===== src/rtl/delay_ctrl_pkg.sv =====
`default_nettype none
// ============================================================================
// Module      : delay_ctrl_pkg
// Description : Shared types and constants for the SRAM delay-line controller.
//               Defines the sequencer state encoding, the sample width, the
//               feedback saturation limits and the Q0.8 gain shift.
// Ports       : none (package)
// Revision    : 1.0 - initial release
// ============================================================================
package delay_ctrl_pkg;

    // Sequencer states; one sample walks IDLE -> RD -> CAP -> WR -> OUT.
    typedef enum logic [2:0] {
        IDLE = 3'd0,
        RD   = 3'd1,
        CAP  = 3'd2,
        WR   = 3'd3,
        OUT  = 3'd4
    } state_t;

    localparam int c_SAMPLE_W = 16;

    // Clamp values for the feedback write word (signed 16-bit extremes).
    localparam logic signed [c_SAMPLE_W-1:0] c_SAT_MAX = 16'sh7FFF;
    localparam logic signed [c_SAMPLE_W-1:0] c_SAT_MIN = 16'sh8000;

    // fb_gain is unsigned Q0.8, so the product is rescaled by 8 bits.
    localparam int c_FB_SHIFT = 8;

endpackage : delay_ctrl_pkg
`default_nettype wire


===== src/rtl/delay_fb_sat.sv =====
`default_nettype none
// ============================================================================
// Module      : delay_fb_sat
// Description : Feedback mixer for the echo write path:
//               wdata = sat(in_sample + ((wet * gain) >>> 8)).
//               Only instantiated when DELAY_CTRL_FEEDBACK_EN is defined.
// Ports       : in_sample [DATA_WIDTH] - dry input sample (signed)
//               wet       [DATA_WIDTH] - delayed sample (signed)
//               gain      [8]          - unsigned Q0.8 feedback gain
//               wdata     [DATA_WIDTH] - saturated word written to the SRAM
// Revision    : 1.0 - initial release
// ============================================================================
module delay_fb_sat
    import delay_ctrl_pkg::*;
#(
    parameter int DATA_WIDTH = c_SAMPLE_W
) (
    input  logic [DATA_WIDTH-1:0] in_sample,
    input  logic [DATA_WIDTH-1:0] wet,
    input  logic [7:0]            gain,
    output logic [DATA_WIDTH-1:0] wdata
);

    localparam int c_PROD_W = DATA_WIDTH + 9;   // signed wet x 9-bit signed gain
    localparam int c_SUM_W  = DATA_WIDTH + 10;  // one guard bit for the add

    logic signed [c_PROD_W-1:0] w_prod;
    logic signed [c_PROD_W-1:0] w_scaled;
    logic signed [c_SUM_W-1:0]  w_sum;

    // Gain is zero-extended into a positive signed operand so the multiply
    // stays signed and the sign of wet carries through.
    assign w_prod   = c_PROD_W'($signed(wet)) * c_PROD_W'($signed({1'b0, gain}));
    assign w_scaled = w_prod >>> c_FB_SHIFT;
    assign w_sum    = c_SUM_W'($signed(in_sample)) + c_SUM_W'(w_scaled);

    always_comb begin
        wdata = w_sum[DATA_WIDTH-1:0];
        if (w_sum > c_SUM_W'(c_SAT_MAX)) begin
            wdata = DATA_WIDTH'(c_SAT_MAX);
        end else if (w_sum < c_SUM_W'(c_SAT_MIN)) begin
            wdata = DATA_WIDTH'(c_SAT_MIN);
        end
    end

endmodule : delay_fb_sat
`default_nettype wire


===== src/rtl/sram_delay_ctrl.sv =====
`default_nettype none
// ============================================================================
// Module      : sram_delay_ctrl
// Description : Runs a dual-port sample SRAM as a circular audio delay line.
//               Each accepted sample reads the delayed sample on port 1, then
//               writes the new sample on port 0, then offers the delayed (wet)
//               sample on a valid/ready output.
//               Optional macro DELAY_CTRL_FEEDBACK_EN adds fb_gain and mixes
//               scaled wet back into the written word (saturated).
// Ports       : clk, rst_n (async, active low)
//               in_valid/in_ready/in_data/delay_len - input sample stream
//               out_valid/out_ready/out_data        - delayed sample stream
//               sram_csb0/web0/addr0/din0           - SRAM port 0 (write only)
//               sram_csb1/addr1/dout1               - SRAM port 1 (read only)
//               fb_gain [8] (DELAY_CTRL_FEEDBACK_EN only) - Q0.8 gain
// Revision    : 1.0 - initial release
// ============================================================================
module sram_delay_ctrl
    import delay_ctrl_pkg::*;
#(
    parameter int DATA_WIDTH = 16,
    parameter int ADDR_WIDTH = 14
) (
    input  logic                  clk,
    input  logic                  rst_n,
    input  logic                  in_valid,
    output logic                  in_ready,
    input  logic [DATA_WIDTH-1:0] in_data,
    input  logic [ADDR_WIDTH-1:0] delay_len,
    output logic                  out_valid,
    input  logic                  out_ready,
    output logic [DATA_WIDTH-1:0] out_data,
    output logic                  sram_csb0,
    output logic                  sram_web0,
    output logic [ADDR_WIDTH-1:0] sram_addr0,
    output logic [DATA_WIDTH-1:0] sram_din0,
    output logic                  sram_csb1,
    output logic [ADDR_WIDTH-1:0] sram_addr1,
    input  logic [DATA_WIDTH-1:0] sram_dout1
`ifdef DELAY_CTRL_FEEDBACK_EN
    ,
    input  logic [7:0]            fb_gain
`endif
);

    state_t                r_state;
    state_t                w_next_state;
    logic [ADDR_WIDTH-1:0] r_wr_ptr;
    logic [ADDR_WIDTH-1:0] r_fill_cnt;   // samples written so far, saturating
    logic [DATA_WIDTH-1:0] r_in_sample;
    logic [ADDR_WIDTH-1:0] r_dly;
    logic [ADDR_WIDTH-1:0] r_rd_addr;
    logic                  r_rd_en;      // port-1 read is issued for this sample
    logic [DATA_WIDTH-1:0] r_wet;
    logic [DATA_WIDTH-1:0] w_wdata;
    logic                  w_accept;
    logic                  w_out_fire;

    assign w_accept   = (r_state == IDLE) && in_valid;
    assign w_out_fire = (r_state == OUT) && out_ready;
    assign out_data   = r_wet;

`ifdef DELAY_CTRL_FEEDBACK_EN
    logic [7:0] r_fb_gain;

    always_ff @(posedge clk or negedge rst_n) begin
        if (!rst_n) begin
            r_fb_gain <= '0;
        end else if (w_accept) begin
            r_fb_gain <= fb_gain;
        end
    end

    delay_fb_sat #(
        .DATA_WIDTH (DATA_WIDTH)
    ) u_fb_sat (
        .in_sample  (r_in_sample),
        .wet        (r_wet),
        .gain       (r_fb_gain),
        .wdata      (w_wdata)
    );
`else
    assign w_wdata = r_in_sample;
`endif

    always_ff @(posedge clk or negedge rst_n) begin
        if (!rst_n) begin
            r_state <= IDLE;
        end else begin
            r_state <= w_next_state;
        end
    end

    // Next state and SRAM/handshake strobes. Every strobe is a pure function
    // of the current state, so each SRAM access lasts exactly one cycle.
    always_comb begin
        w_next_state = r_state;
        in_ready     = 1'b0;
        out_valid    = 1'b0;
        sram_csb0    = 1'b1;
        sram_web0    = 1'b1;
        sram_addr0   = '0;
        sram_din0    = '0;
        sram_csb1    = 1'b1;
        sram_addr1   = '0;
        case (r_state)
            IDLE: begin
                in_ready = 1'b1;
                if (in_valid) begin
                    w_next_state = RD;
                end
            end
            RD: begin
                // The state is still visited when the read is skipped so the
                // accept-to-output latency never varies.
                sram_csb1    = ~r_rd_en;
                sram_addr1   = r_rd_en ? r_rd_addr : '0;
                w_next_state = CAP;
            end
            CAP: begin
                w_next_state = WR;
            end
            WR: begin
                sram_csb0    = 1'b0;
                sram_web0    = 1'b0;
                sram_addr0   = r_wr_ptr;
                sram_din0    = w_wdata;
                w_next_state = OUT;
            end
            OUT: begin
                out_valid = 1'b1;
                if (out_ready) begin
                    w_next_state = IDLE;
                end
            end
            default: begin
                w_next_state = IDLE;
            end
        endcase
    end

    always_ff @(posedge clk or negedge rst_n) begin
        if (!rst_n) begin
            r_wr_ptr    <= '0;
            r_fill_cnt  <= '0;
            r_in_sample <= '0;
            r_dly       <= '0;
            r_rd_addr   <= '0;
            r_rd_en     <= 1'b0;
            r_wet       <= '0;
        end else begin
            if (w_accept) begin
                r_in_sample <= in_data;
                r_dly       <= delay_len;
                // Modular subtraction gives the circular read address.
                r_rd_addr   <= r_wr_ptr - delay_len;
                // No read until the line holds at least dly samples.
                r_rd_en     <= (delay_len != '0) && (r_fill_cnt >= delay_len);
            end
            // Port-1 data arrives one cycle after RD, i.e. during CAP.
            if (r_state == CAP) begin
                if (r_rd_en) begin
                    r_wet <= sram_dout1;
                end else if (r_dly == '0) begin
                    r_wet <= r_in_sample;
                end else begin
                    r_wet <= '0;
                end
            end
            if (w_out_fire) begin
                r_wr_ptr <= r_wr_ptr + ADDR_WIDTH'(1);
                if (r_fill_cnt != '1) begin
                    r_fill_cnt <= r_fill_cnt + ADDR_WIDTH'(1);
                end
            end
        end
    end

endmodule : sram_delay_ctrl
`default_nettype wire


===== config.mk =====
export PLATFORM = sky130hd
export DESIGN_NAME = sram_delay_ctrl
export DESIGN_NICKNAME = d
export VERILOG_FILES = /design/src/rtl/delay_ctrl_pkg.sv /design/src/rtl/delay_fb_sat.sv /design/src/rtl/sram_delay_ctrl.sv
export SDC_FILE = /design/constraint.sdc
export NUM_CORES = 1
export LEC_CHECK = 0
export CORE_MARGIN = 5
export CORE_UTILIZATION = 45
export DETAILED_ROUTE_END_ITERATION = 7
export PLACE_DENSITY = 0.73
export SLEW_MARGIN = 20
export SYNTH_ARGS = -nofsm -noshare
export SYNTH_HDL_FRONTEND = slang
export SYNTH_SLANG_ARGS = --single-unit

===== constraint.sdc =====
create_clock -name clk -period 4.9 [get_ports clk]
set_clock_uncertainty 0.1 [all_clocks]
set_input_delay 1.47 -clock clk [delete_from_list [all_inputs] [get_ports clk]]
set_output_delay 1.47 -clock clk [all_outputs]
set_load 0.02 [all_outputs]

======== After elaboration in Yosys (flattened, before gate mapping) ========
Index checks and enable logic that the tools add are counted.
storage, ports and cells
  register bits ........................... 92
cells by class
  add/sub/neg operators ................... 3
  magnitude comparators ................... 1
  eq/ne operators ......................... 7
  multiplexer cells ....................... 13
  bitwise operators ....................... 1
  reductions and logical operators ........ 8
operators with widths
  cell                   count
  $mux 16                3
  $mux 14                3
  $add 14x1->14 const B  2
  $pmux 3 s5             1
  $ge 14x14->1           1
  $logic_not 14->1       1
  $ne 14x14->1 const B   1
  $reduce_bool 14->1     1
  $sub 14x14->14         1
  $eq 3x2->1 const B     2
  $mux 3                 2
  $mux 1                 4
  $ne 2x2->1 const B     2
  $reduce_and 2->1       2
  $eq 3x1->1 const B     1
  $eq 3x3->1 const B     1
  $logic_and 1x1->1      3
  $logic_not 3->1        1
  $not 1->1              1

======== Logic depth before layout (Yosys ltp) ========
  word-level depth ........................ 3
  depth in mapped cells ................... 9

======== Least setup slack after synthesis ========
No wires, ideal clock.
  path type ............................... in2reg
  start ................................... in delay_len[0]
  end ..................................... reg r_rd_addr[12]
  setup time .............................. 95 ps
  arrival ................................. 3093 ps
  required time ........................... 4705 ps
  path slack .............................. 1612 ps
  stages on the path ...................... 8
  buffers on the path ..................... 0
  cells stage by stage .................... ha_1 > inv_1 > fa_1 > a21o_1 > a221oi_2 > nor3_1 > o31a_1 > o31ai_1
between the ends
  cells in the longest elaborated chain, start to end .. 1
ends and longest elaborated chain
  what                  line                    RTL
  start, declared       sram_delay_ctrl.sv:29   input logic [ADDR_WIDTH-1:0] delay_len,
  $sub 14x14->14        sram_delay_ctrl.sv:156  r_rd_addr <= r_wr_ptr - delay_len;
  end signal, assigned  sram_delay_ctrl.sv:156
  end, declared         sram_delay_ctrl.sv:52   logic [ADDR_WIDTH-1:0] r_rd_addr;
No other way between the ends.
A chain may end at the register's enable or synchronous reset.

======== Worst setup path after layout ========
  start ................................... reg r_state[0]
  end ..................................... out sram_addr1[1]
between the ends
  cells in the longest elaborated chain, start to end .. 2
ends and longest elaborated chain
  what                    line                    RTL
  start, declared         sram_delay_ctrl.sv:46   state_t r_state;
  start signal, assigned  sram_delay_ctrl.sv:90   r_state <= w_next_state;
  $eq 3x1->1              sram_delay_ctrl.sv:106  case (r_state)
  $mux 14                 sram_delay_ctrl.sv:106
  end, declared           sram_delay_ctrl.sv:38   output logic [ADDR_WIDTH-1:0] sram_addr1,
No other way between the ends.

==> out/summary.txt <==
detailed placement HPWL: 10.16 mm
final hold violations: 0
Core Footprint: 10,940 um^2
final setup vio count: 0
Starting DRT DRC Count: 393
vias per inst: 5.509
x dimension of the die: 116.0 um
multi-input gate area in the final layout: 2556 um^2
area enclosed by the die boundary: 13,470 um^2
library cells used by synthesis: 48
sort of element at the start of the critical path: flip-flop
Worst Setup Path Type: reg2out
post-synthesis sequential area ratio: 45.50%
Area Overhead vs Synth: 30.12%
Avg Synthesized Cell Area: 9.166 um^2
Final period util: 86.67%
final routed wire length divided by cell count: 16.71 um
detailed-routing iteration count for the pre-antenna-repair pass: 4
Max-Slew Margin vs Limit: 42.73%
TritonCTS sink count: 92
outcome: finished clean
data required time of the critical path: 3.33 ns
pin slew with the least headroom to its limit: 0.8590 ns
Setup TNS: 0 ns
MaxCap Viol Count: 0
Die Y: 116.0 um
synthesis-stage register bit count: 92
maximum VDD drop: 0.3007 mV
Setup crit end kind: output pin
gr usage total: 20.49%
leakage: 3.115 nW
clock buffers created by TritonCTS: 9
fraction of final layout cells with drive strength greater than 1: 4.097%
maximum fanout encountered on the critical timing path: 18
clock root buffer master: clkbuf_16
DRT Wirelength: 13.35 mm
global-route wire length before repair: 21.83 mm
Post-Place Worst Slack: 0.8480 ns
total congestion overflow: 0
total power per unit cell area: 499.6 nW/um^2
number of standard cells after synthesis: 552
CTS H-tree depth: 3
remaining antenna violation count after routing: 0
CP Data Arrival Time: 2.68 ns
total number of yosys warnings: 0
CTS tree: built
count of buffers from port buffering: 114
Starting Density: 46.27%
DRC viols: 0
hold-fix buffer count after cts: 0
DR top layer: met4
top-level I/O count: 115
number of resized instances in the post-cts repair step: 0
Clock Path Buffers: 2
wire length on met1: 5.967 mm
met2 wire len: 6.050 mm
placer congestion estimate: 0.8960
final net count: 736
storage element area: 2302 um^2
later-pin clock latency in the skew report: 0.34 ns
Syn Nets: 632
standard-cell rows: 38
number of enable-type register cells in the synthesized netlist: 0
final setup slack of the worst path: 0.6533 ns
fin crit period: 4.247 ns
leading register cell type out of synthesis: dfrtp_1
via count: 4,402
number of setup buffers added after CTS: 0
fin. max-slew vios: 0
number of antenna violations at the first check in global routing: 0
fill cell count: 1,011
total power after layout: 3.289 mW
post-synthesis instance area: 5060 um^2
share of synthesized registers carrying an async set or reset: 100.0%
Max Fclk: 0.2355 GHz
maximum number of pins on one net before global-route repair: 70
hold crit path type: reg2reg
clock slew seen by the registers of the worst setup and hold paths: 0.06 ns
via count of the first global-routing pass: 4,317
metal3 WL: 1.195 mm
unrepaired setup endpoints after global routing: false
Diodes inserted: 0
## worst paths after layout
check | start | endpoint | slack, ns | cells past startpoint
worst max-delay path | r_state[0] | sram_addr1[1] | 0.65 | 4
worst min-delay path | r_rd_addr[5] | r_rd_addr[5] | 0.37 | 2
worst max register to register | r_wr_ptr[0] | r_rd_addr[12] | 2.34 | 9
worst min register to register | r_rd_addr[5] | r_rd_addr[5] | 0.37 | 2
max in group asynchronous | rst_n | r_rd_addr[9] | 2.69 | 2
min in group asynchronous | rst_n | r_in_sample[0] | 1.12 | 1
## per-stage QoR
step	std cells	utilization, %	hold slack (ns)	cell area, um^2
2_1_floorplan	552	-	0.3374	5060
6_report	799	60.21	0.3729	6584
3_5_place_dp	785	57.71	0.3648	6311
5_1_grt	799	60.21	0.3901	6584
4_1_cts	799	60.21	0.3801	6584
3_3_place_gp	785	57.71	0.3550	6311
## routing by layer
metal  global-route usage, %  up-vias
met3                   3.812       10
li1                        -     2145
met4                   5.878        0
met2                   33.37      150
met5                       0        -
met1                   28.09     2097
## cells by family (layout without fill, tap and decap cells)
logic type                 after synthesis  after routing  share of synthesized area (%)
adders and majority gates               30             30                          7.567
xor gates and xnor gates                32             32                          5.539
and+or+nand+nor                        240            240                          23.71
buffers and inverters                   51            158                          4.179
muxes                                    3              3                         0.6676
AOI/OAI and AO/OA                      104            104                          12.83
DFF                                     92             92                          45.50
## cells in the mapped netlist (2+ instances only)
master     instances  area share, %
a21o_1             6           0.89
a21oi_1           32            3.2
a22oi_1           17            2.5
a31oi_1            2           0.25
and2_1            17            2.1
and3_1            40            4.9
and3b_1            2           0.35
and4_1             6            1.0
buf_2              4           0.40
buf_4              2           0.30
clkbuf_1          20            1.5
dfrtp_1           92             45
ha_1              29            7.2
inv_1             23            1.7
mux2_2             2           0.45
nand2_1           96            7.1
nand2b_1           2           0.25
nand3_1           13            1.3
nand4_1            6           0.74
nor2_1            30            2.2
nor2b_1            3           0.37
nor3_1             9           0.89
nor3b_1            4           0.59
nor4_1             6           0.74
o2111ai_1          3           0.52
o211a_1            2           0.40
o211ai_1           2           0.30
o21a_1             2           0.30
o21ai_0           15            1.5
o21ai_1           13            1.3
o31ai_1            4           0.59
or4_1              2           0.30
xnor2_1           22            3.8
xor2_1            10            1.7
## critical path, stage by stage (launching register included)
cell and delay (ns):
dfrtp_1 0.48, nor2b_2 0.59, and3b_1 0.47, and2_1 0.19
clkdlybuf4s50_1 0.62
## state kept, by name, indices dropped and copies added, names as in the netlist
register / cells
r_dly: 14
r_rd_en: 1
r_in_sample: 16
r_rd_addr: 14
r_state: 3
r_wr_ptr: 14
r_fill_cnt: 14
out_data: 16
## cells in the final DEF, fill, tap and decap left out, types with 3 or more instances in the layout
cell             count
a22oi_1             17
dfrtp_1             92
ha_1                29
o31ai_1              4
o2111ai_1            3
xnor2_1             22
inv_1               23
nand4_1              6
nor3_1               9
clkbuf_16            9
nand2_1             95
o21ai_1             13
xor2_1              10
clkdlybuf4s50_1    113
nor2_1              30
buf_4                8
nor3b_1              3
o21ai_0             15
and3_1              40
and4_1               6
and2_1              17
nand3_1             13
a21o_1               6
a21oi_1             32
nor4_1               6
## layout make-up
class                           instances  area share (%)
Multi-Input combinational cell        409           38.83
Sequential cell                        92           34.97
Timing Repair Buffer                  121           18.09
Clock buffer                           11           3.535
Tap cell                              140           2.661
Inverter                               23           1.311
Clock inverter                          3          0.6081
## power breakdown
part | internal (mW) | switching (mW)
Clock | 0.388 | 0.273
Sequential | 1.05 | 0.206
Combinational | 0.595 | 0.779
Total | 2.03 | 1.26
Note: power is estimated with default switching activity, not from simulation.
